### src/rtl/nbyn_b2_seq_multiplier_pkg.sv
// rtl/nbyn_b2_seq_multiplier_pkg.sv - shared constants, state encoding and digit slicing for the sequential multiplier
package nbyn_b2_seq_multiplier_pkg;

    localparam int unsigned DIGIT_W = 4;
    localparam int unsigned IDX_W   = 4;

    typedef enum logic [1:0] {
        S_IDLE = 2'd0,
        S_CALC = 2'd1,
        S_DONE = 2'd2
    } state_t;

    // Bit offset of digit number idx inside a packed multi-digit vector.
    function automatic int unsigned digit_lsb(input logic [IDX_W-1:0] idx);
        return 32'(idx) * DIGIT_W;
    endfunction

endpackage

### src/rtl/n4by4_b2_multiplier.sv
// rtl/n4by4_b2_multiplier.sv - combinational 4x4 digit multiplier with 4-bit addend, m = x*y + c
module n4by4_b2_multiplier (
    input  logic [3:0] x3_x0,
    input  logic [3:0] y3_y0,
    input  logic [3:0] c3_c0,
    output logic [7:0] m7_m0
);

    // 15*15 + 15 = 240 fits in 8 bits.
    assign m7_m0 = ({4'b0, x3_x0} * {4'b0, y3_y0}) + {4'b0, c3_c0};

endmodule

### src/rtl/nbyn_b2_seq_multiplier.sv
// rtl/nbyn_b2_seq_multiplier.sv - schoolbook sequential multiplier, one digit product per clock; MUL_ADDEND_EN adds c so p = x*y + c
module nbyn_b2_seq_multiplier
    import nbyn_b2_seq_multiplier_pkg::*;
#(
    parameter int DIGITS = 2
) (
    input  logic                            clock,
    input  logic                            reset_,
    input  logic                            soc,
    input  logic [DIGIT_W*DIGITS-1:0]       x,
    input  logic [DIGIT_W*DIGITS-1:0]       y,
`ifdef MUL_ADDEND_EN
    input  logic [DIGIT_W*DIGITS-1:0]       c,
`endif
    output logic                            eoc,
    output logic [2*DIGIT_W*DIGITS-1:0]     p
);

    localparam logic [IDX_W-1:0] LAST_IDX = IDX_W'(DIGITS - 1);
    localparam logic [IDX_W-1:0] DIG_IDX  = IDX_W'(DIGITS);

    state_t                          state_q, state_d;
    logic [DIGIT_W*DIGITS-1:0]       x_q, x_d, y_q, y_d;
    logic [2*DIGIT_W*DIGITS-1:0]     p_q, p_d;
    logic [IDX_W-1:0]                i_q, i_d, j_q, j_d;
    logic [DIGIT_W-1:0]              k_q, k_d;

    logic [DIGIT_W-1:0]              x_dig, y_dig, acc_dig;
    logic [7:0]                      m, s;
    logic [IDX_W-1:0]                ij, j_hi;

    assign ij      = i_q + j_q;
    assign j_hi    = j_q + DIG_IDX;
    assign x_dig   = x_q[digit_lsb(i_q) +: DIGIT_W];
    assign y_dig   = y_q[digit_lsb(j_q) +: DIGIT_W];
    assign acc_dig = p_q[digit_lsb(ij) +: DIGIT_W];
    assign s       = m + {4'b0, acc_dig};

    n4by4_b2_multiplier u_digit_mul (
        .x3_x0 (x_dig),
        .y3_y0 (y_dig),
        .c3_c0 (k_q),
        .m7_m0 (m)
    );

    always_ff @(posedge clock or negedge reset_) begin
        if (!reset_) begin
            state_q <= S_IDLE;
            x_q     <= '0;
            y_q     <= '0;
            p_q     <= '0;
            i_q     <= '0;
            j_q     <= '0;
            k_q     <= '0;
        end else begin
            state_q <= state_d;
            x_q     <= x_d;
            y_q     <= y_d;
            p_q     <= p_d;
            i_q     <= i_d;
            j_q     <= j_d;
            k_q     <= k_d;
        end
    end

    always_comb begin
        state_d = state_q;
        x_d     = x_q;
        y_d     = y_q;
        p_d     = p_q;
        i_d     = i_q;
        j_d     = j_q;
        k_d     = k_q;
        unique case (state_q)
            S_IDLE: begin
                if (soc) begin
                    x_d     = x;
                    y_d     = y;
`ifdef MUL_ADDEND_EN
                    p_d     = {{(DIGIT_W*DIGITS){1'b0}}, c};
`else
                    p_d     = '0;
`endif
                    i_d     = '0;
                    j_d     = '0;
                    k_d     = '0;
                    state_d = S_CALC;
                end
            end
            S_CALC: begin
                p_d[digit_lsb(ij) +: DIGIT_W] = s[3:0];
                k_d = s[7:4];
                if (i_q == LAST_IDX) begin
                    // Row finished: the carry becomes the next, not yet touched, digit.
                    p_d[digit_lsb(j_hi) +: DIGIT_W] = s[7:4];
                    k_d = '0;
                    i_d = '0;
                    j_d = j_q + 1'b1;
                    if (j_q == LAST_IDX) begin
                        state_d = S_DONE;
                    end
                end else begin
                    i_d = i_q + 1'b1;
                end
            end
            S_DONE: begin
                if (!soc) begin
                    state_d = S_IDLE;
                end
            end
            default: state_d = S_IDLE;
        endcase
    end

    assign eoc = (state_q != S_CALC);
    assign p   = p_q;

endmodule

### config.mk
export PLATFORM = sky130hd
export DESIGN_NAME = nbyn_b2_seq_multiplier
export DESIGN_NICKNAME = d
export VERILOG_FILES = /design/src/rtl/nbyn_b2_seq_multiplier_pkg.sv /design/src/rtl/n4by4_b2_multiplier.sv /design/src/rtl/nbyn_b2_seq_multiplier.sv
export SDC_FILE = /design/constraint.sdc
export NUM_CORES = 1
export LEC_CHECK = 0
export ABC_AREA = 1
export CORE_MARGIN = 2
export CORE_UTILIZATION = 60
export CTS_BUF_LIST = sky130_fd_sc_hd__clkbuf_16
export CTS_CLUSTER_SIZE = 12
export DETAILED_ROUTE_END_ITERATION = 8
export GPL_TIMING_DRIVEN = 0
export HOLD_SLACK_MARGIN = 0.05
export MAX_ROUTING_LAYER = met4
export PLACE_DENSITY = 0.92
export SETUP_SLACK_MARGIN = 0.2
export SLEW_MARGIN = 20
export SYNTH_ARGS = -nofsm -noshare
export SYNTH_HDL_FRONTEND = slang
export SYNTH_SLANG_ARGS = --single-unit
### constraint.sdc
create_clock -name clock -period 13.5 [get_ports clock]
set_clock_uncertainty 0.2 [all_clocks]
set_input_delay 1.35 -clock clock [delete_from_list [all_inputs] [get_ports clock]]
set_output_delay 1.35 -clock clock [all_outputs]
set_load 0.02 [all_outputs]
==> results.sh, run 1 <==
export IMPL_status="completed"
export IMPL_fin_crit_sh_pct=42.79
export IMPL_place_congestion=0.9631
export IMPL_layout_commonest_cell="nand2_1"
export IMPL_numPortBuffers=35
export IMPL_cts_resized_gates=0
export IMPL_dp_slack_ns=7.878
export IMPL_std_cell_rows=28
export IMPL_slew_headroom_pct=56.83
export IMPL_antenna_left=0
export IMPL_dp_cells=635
export IMPL_grt_ovfl_total=0
export IMPL_setup_ws_ns=7.724
export IMPL_first_pass_iters=6
export IMPL_grt_antenna_before_repair=0
export IMPL_rsz0062_at_grt="no"
export IMPL_die_w_um=82.78
export IMPL_drv_cap=0
export IMPL_seq_area_frac_synth_pct=30.91
export IMPL_use_met1_pct=38.88
export IMPL_crit_slowest_cell="fa_1"
export IMPL_coreArea_mm2=0.005956
export IMPL_nFillCells=473
export IMPL_grt_pass1_wl_um=17110
export IMPL_diodes=0
export IMPL_drcViolationCount=0
export IMPL_ctsHtreeMaxLevel=2
export IMPL_crit_path_cell_trace="ha_1 -> fa_1 -> o21ai_0 -> o21ai_0 -> nand2_1 -> fa_1 -> inv_1 -> ha_1 -> inv_1 -> fa_1 -> inv_1 -> ha_1 -> fa_1 -> a21oi_1 -> o21bai_1 -> xnor2_1 -> nor2_1 -> inv_1 -> a31oi_1 -> nand2_1 -> nand2_1"
export IMPL_synth_cells=524
export IMPL_drtIter0Drc=275
export IMPL_drive_gt1_share_pct=6.866
export IMPL_finalNonFillerCells=643
export IMPL_critPathArrivalTime_ns=5.77
export IMPL_ctsHoldBuffers=0
export IMPL_dieArea_mm2=0.006852
export IMPL_postCtsSetupBuffers=0
export IMPL_grtUsageTotal_pct=34.43
export IMPL_slowest_delay_ns=0.67
export IMPL_hold_viol_final=0
export IMPL_die_h_um=82.78
export IMPL_clk_latency_ns=0.30
export IMPL_setup_viol=0
export IMPL_gr_usage_met3_pct=4.545
export IMPL_synth_area_per_cell_um2=7.106
export IMPL_yosysUniqueCellTypes=39
export IMPL_cts_root_buf="clkbuf_16"
export IMPL_synth_edf_count=0
export IMPL_yosys_warnings=0
export IMPL_layout_common_cells="155 x nand2_1, 80 x inv_1, 49 x nor2_1"
export IMPL_worst_pin_slew_ns=0.6429
export IMPL_hold_path_class="reg2reg"
export IMPL_worst_setup_path_start_kind="flop"
export IMPL_cts_buffers=5
export IMPL_num_nets_final=625
export IMPL_via_count=3694
export IMPL_synthFlopType="dfrtp_1"
export IMPL_grt_util_met2_pct=60.16
export IMPL_boundaryPins=36
export IMPL_critical_path_required_ns=13.49
export IMPL_busiest_layer="met2"
export IMPL_min_period_ns=5.776
export IMPL_ys_ff_latch=46
export IMPL_syn_num_nets=582
export IMPL_cts_clk_slew_worst_paths_ns=0.07
export IMPL_path_max_fanout=10
export IMPL_dp_hpwl_um=7958
export IMPL_drt_wl_total_um=10350
export IMPL_grt_max_degree=33
export IMPL_tns_ns=0
export IMPL_avgRoutedWirePerCell_um=16.10
export IMPL_cts_tree="built"
export IMPL_finalMaxSlewViolations=0
export IMPL_area_growth_pct=16.33
export IMPL_clock_fmax_ghz=0.1731
export IMPL_synthArstFlopShare_pct=100.0
export IMPL_syn_cell_area_mm2=0.003724
export IMPL_start_util_pct=62.52
export IMPL_critPathKind="reg2reg"
export IMPL_end_kind="flop"
export IMPL_viasPerCell=5.745
export IMPL_cts_sinks=46
export IMPL_clk_path_buf_depth=2
export IMPL_grt_pass1_vias=3653
## state kept, by name, indices dropped and copies added (netlist names)
name     flops
state_q      2
p           16
x_q          8
y_q          8
k_q          4
j_q          4
i_q          4
## logic make-up (layout without fill, tap and decap cells)
| family | Yosys count | count (layout) | synth area share, % |
|---|---|---|---|
| DFF | 46 | 46 | 30.91 |
| adders and majority gates | 39 | 39 | 15.73 |
| xor gates and xnor gates | 6 | 6 | 1.613 |
| buffers and inverters | 95 | 139 | 9.744 |
| and+or+nand+nor | 271 | 271 | 31.69 |
| AOI/OAI and AO/OA | 67 | 67 | 10.32 |
## critical path, delay by kind of cell, from the launching register on
kind / cells / cell delay, ns
flip-flops: 1 / 0.56
AO/OA/AOI/OAI: 5 / 0.77
buffers and inverters: 4 / 0.25
adder cells (fa/ha/maj): 7 / 2.94
XOR/XNOR: 1 / 0.53
AND/OR/NAND/NOR: 4 / 0.42
## cell usage after synthesis (5+ instances only)
master | count | area, µm²
nor3_1 | 8 | 40.04
nand4_1 | 11 | 68.82
dfrtp_1 | 46 | 1151
nand3_1 | 26 | 130.1
a31oi_1 | 7 | 43.79
fa_1 | 13 | 260.3
inv_2 | 5 | 18.77
a21oi_1 | 18 | 90.09
inv_1 | 80 | 300.3
nor2_1 | 49 | 183.9
o22ai_1 | 5 | 31.28
ha_1 | 26 | 325.3
nand2_1 | 155 | 581.8
o21ai_0 | 23 | 115.1
nor2_2 | 6 | 37.54
## per-layer routing
| layer | share of wire [%] | wire length, µm |
|---|---|---|
| met3 | 5.7 | 591 |
| met5 | 0 | 0 |
| met1 | 40 | 4096 |
| met4 | 4.5 | 469 |
| met2 | 50 | 5193 |
## path summary, 6_finish.rpt
| kind | startpoint | to | slack [ns] | cells past startpoint |
|---|---|---|---|---|
| max in group asynchronous | reset_ | k_q[3] | 11.83 | 2 |
| hold reg to reg | x_q[1] | x_q[1] | 0.28 | 2 |
| setup / recovery | j_q[0] | p[6] | 7.72 | 21 |
| min in group asynchronous | reset_ | p[6] | 0.77 | 1 |
| hold / removal | x_q[1] | x_q[1] | 0.28 | 2 |
| setup reg to reg | j_q[0] | p[6] | 7.72 | 21 |
## final cells by class
class	count	area, µm²	share of cell area (%)
repair buffers	36	365.4	8.434
multi-input cells	383	2210	51.01
clock inverters	3	23.77	0.5488
clock buffers	5	125.1	2.889
inverters	87	329.1	7.597
flip-flops and latches	46	1151	26.57
plain buffers	8	33.78	0.7799
well taps	75	93.84	2.166
## per-stage QoR
| step | util [%] | hold WS, ns | cell area, µm² |
|---|---|---|---|
| after floorplan | - | 0.2367 | 3724 |
| after global placement | 69.98 | 0.2543 | 4168 |
| after detailed placement | 70.23 | 0.2599 | 4183 |
| after CTS | 72.73 | 0.2760 | 4332 |
| after global routing | 72.73 | 0.3064 | 4332 |
| final | 72.73 | 0.2752 | 4332 |
Power of run 1 is left out: the tool's default activity adds up to more than one toggle a clock period on the data nets, which glitch-free logic cannot reach.
==> inputs of run 2 (changes only) <==
--- a/config.mk
+++ b/config.mk
@@ -7,14 +7,14 @@
 export LEC_CHECK = 0
 export ABC_AREA = 1
 export CORE_MARGIN = 2
-export CORE_UTILIZATION = 60
+export CORE_UTILIZATION = 58
 export CTS_BUF_LIST = sky130_fd_sc_hd__clkbuf_16
 export CTS_CLUSTER_SIZE = 12
 export DETAILED_ROUTE_END_ITERATION = 8
 export GPL_TIMING_DRIVEN = 0
 export HOLD_SLACK_MARGIN = 0.05
 export MAX_ROUTING_LAYER = met4
-export PLACE_DENSITY = 0.92
+export PLACE_DENSITY = 0.9
 export SETUP_SLACK_MARGIN = 0.2
 export SLEW_MARGIN = 20
 export SYNTH_ARGS = -nofsm -noshare
==> constraint.sdc (replaced) <==
create_clock -name clock -period 5.5 [get_ports clock]
set_clock_uncertainty 0.2 [all_clocks]
set_input_delay 0.55 -clock clock [delete_from_list [all_inputs] [get_ports clock]]
set_output_delay 0.55 -clock clock [all_outputs]
set_load 0.02 [all_outputs]
==> results.sh, run 2 (same netlist as run 1, synthesis figures left out) <==
export IMPL_wl_met2_um=5271
export IMPL_hold_path_class="reg2reg"
export IMPL_finalMaxSlewViolations=0
export IMPL_worst_pin_slew_ns=0.5745
export IMPL_cts_buffers=5
export IMPL_rr_endpoint="p[6]"
export IMPL_layout_commonest_cell="nand2_1"
export IMPL_drv_cap=0
export IMPL_place_congestion=0.9918
export IMPL_drt_met1_wl_um=4199
export IMPL_via_count=3663
export IMPL_wl_met3_um=529
export IMPL_critPathArrivalTime_ns=5.09
export IMPL_status="completed"
export IMPL_die_w_um=84.13
export IMPL_setup_viol=0
export IMPL_path_max_fanout=6
export IMPL_viasPerCell=5.618
export IMPL_die_h_um=84.13
export IMPL_drt_wl_total_um=10320
export IMPL_area_growth_pct=20.13
export IMPL_cts_tree="built"
export IMPL_dieArea_mm2=0.007077
export IMPL_grt_pass1_wl_um=17020
export IMPL_end_kind="flop"
export IMPL_numPortBuffers=35
export IMPL_drtIter0Drc=239
export IMPL_slew_headroom_pct=61.70
export IMPL_fin_hold_ws_ns=0.2736
export IMPL_grtUsageTotal_pct=31.19
export IMPL_finalNonFillerCells=652
export IMPL_grt_antenna_before_repair=0
export IMPL_clk_path_buf_depth=2
export IMPL_coreArea_mm2=0.006277
export IMPL_grt_pass1_vias=3551
export IMPL_antenna_left=0
export IMPL_fin_crit_sh_pct=91.89
export IMPL_rsz0062_at_grt="no"
export IMPL_std_cell_rows=29
export IMPL_diodes=0
export IMPL_drive_gt1_share_pct=9.565
export IMPL_hold_start="y_q[7]"
export IMPL_avgRoutedWirePerCell_um=15.83
export IMPL_dp_hpwl_um=7844
export IMPL_first_pass_iters=5
export IMPL_min_period_ns=5.054
export IMPL_dp_cells=637
export IMPL_min_path_cells=2
export IMPL_ctsHtreeMaxLevel=2
export IMPL_reg2reg_depth=22
export IMPL_largest_register_ffs=16
export IMPL_hold_viol_final=0
export IMPL_r2r_start="i_q[0]"
export IMPL_clock_fmax_ghz=0.1979
export IMPL_num_nets_final=632
export IMPL_reg2reg_setup_slack_ns=0.45
export IMPL_critical_path_required_ns=5.53
export IMPL_critPathKind="reg2reg"
export IMPL_cts_clk_slew_worst_paths_ns=0.07
export IMPL_top_layer="met4"
export IMPL_boundaryPins=36
export IMPL_layout_common_cells="155 x nand2_1, 80 x inv_1, 47 x nor2_1"
export IMPL_tns_ns=0
export IMPL_clk_latency_ns=0.29
export IMPL_worst_setup_path_start_kind="flop"
export IMPL_start_util_pct=59.32
export IMPL_drcViolationCount=0
export IMPL_cts_sinks=46
export IMPL_min_to="y_q[7]"
export IMPL_grt_max_degree=33
export IMPL_cts_root_buf="clkbuf_16"
export IMPL_grt_ovfl_total=0
run 2: metrics by stage:
step                      utilization (%)  worst slack [ns]  cell area, µm²
after floorplan                         -            0.7694            3724
after global placement              66.43          -0.01701            4170
after detailed placement            66.67          -0.05809            4185
after CTS                           70.48            0.2081            4424
after global routing                71.26            0.2223            4473
final                               71.26            0.4459            4473
run 2: cell type report:
cell class / instances / area (µm²)
plain buffers: 8 / 33.78
clock buffers: 5 / 125.1
clock inverters: 3 / 68.82
fillers: 507 / 1804
inverters: 87 / 329.1
multi-input cells: 383 / 2246
flip-flops and latches: 46 / 1154
well taps: 77 / 96.34
repair buffers: 43 / 420.4
run 2: worst max-delay path by stage:
stage	slack, ns	to	cells past startpoint	from
finish	0.45	p[6]	22	i_q[0]
global route	0.22	p[6]	21	i_q[0]
CTS	0.21	p[6]	21	i_q[0]
detailed placement	-0.06	p[6]	20	j_q[0]
global placement	-0.02	p[14]	18	j_q[0]
floorplan	0.77	p[14]	18	j_q[0]
run 2: timing repair:
| action | in CTS | in global routing |
|---|---|---|
| hold buffers | 1 | 0 |
| pin swaps | 1 | 2 |
| endpoints found under the setup margin | 6 | 12 |
| hold endpoints to repair | 14 | 0 |
| setup buffers | 3 | 3 |
| cloned | 0 | 0 |
| gates resized for setup | 4 | 8 |
run 2: worst max-delay path, cell delays in order (launching register included):
cell	delay, ns
dfrtp_2	0.43
ha_2	0.21
fa_2	0.63
o21ai_0	0.10
o21ai_0	0.27
nand2_1	0.12
fa_1	0.50
inv_1	0.05
ha_1	0.26
inv_1	0.05
fa_1	0.53
inv_1	0.04
ha_1	0.24
fa_2	0.38
a21oi_2	0.14
o21bai_1	0.11
xnor2_2	0.15
buf_4	0.17
nor2_4	0.11
inv_1	0.05
a31oi_1	0.13
nand2_1	0.07
nand2_1	0.05
run 2: layer usage:
layer | up-vias | GRT usage [%]
met5 | - | -
met4 | 0 | 11.29
met3 | 31 | 4.253
met2 | 173 | 54.62
met1 | 1689 | 36.54
li1 | 1770 | -
Power of run 2 is left out for the same reason.
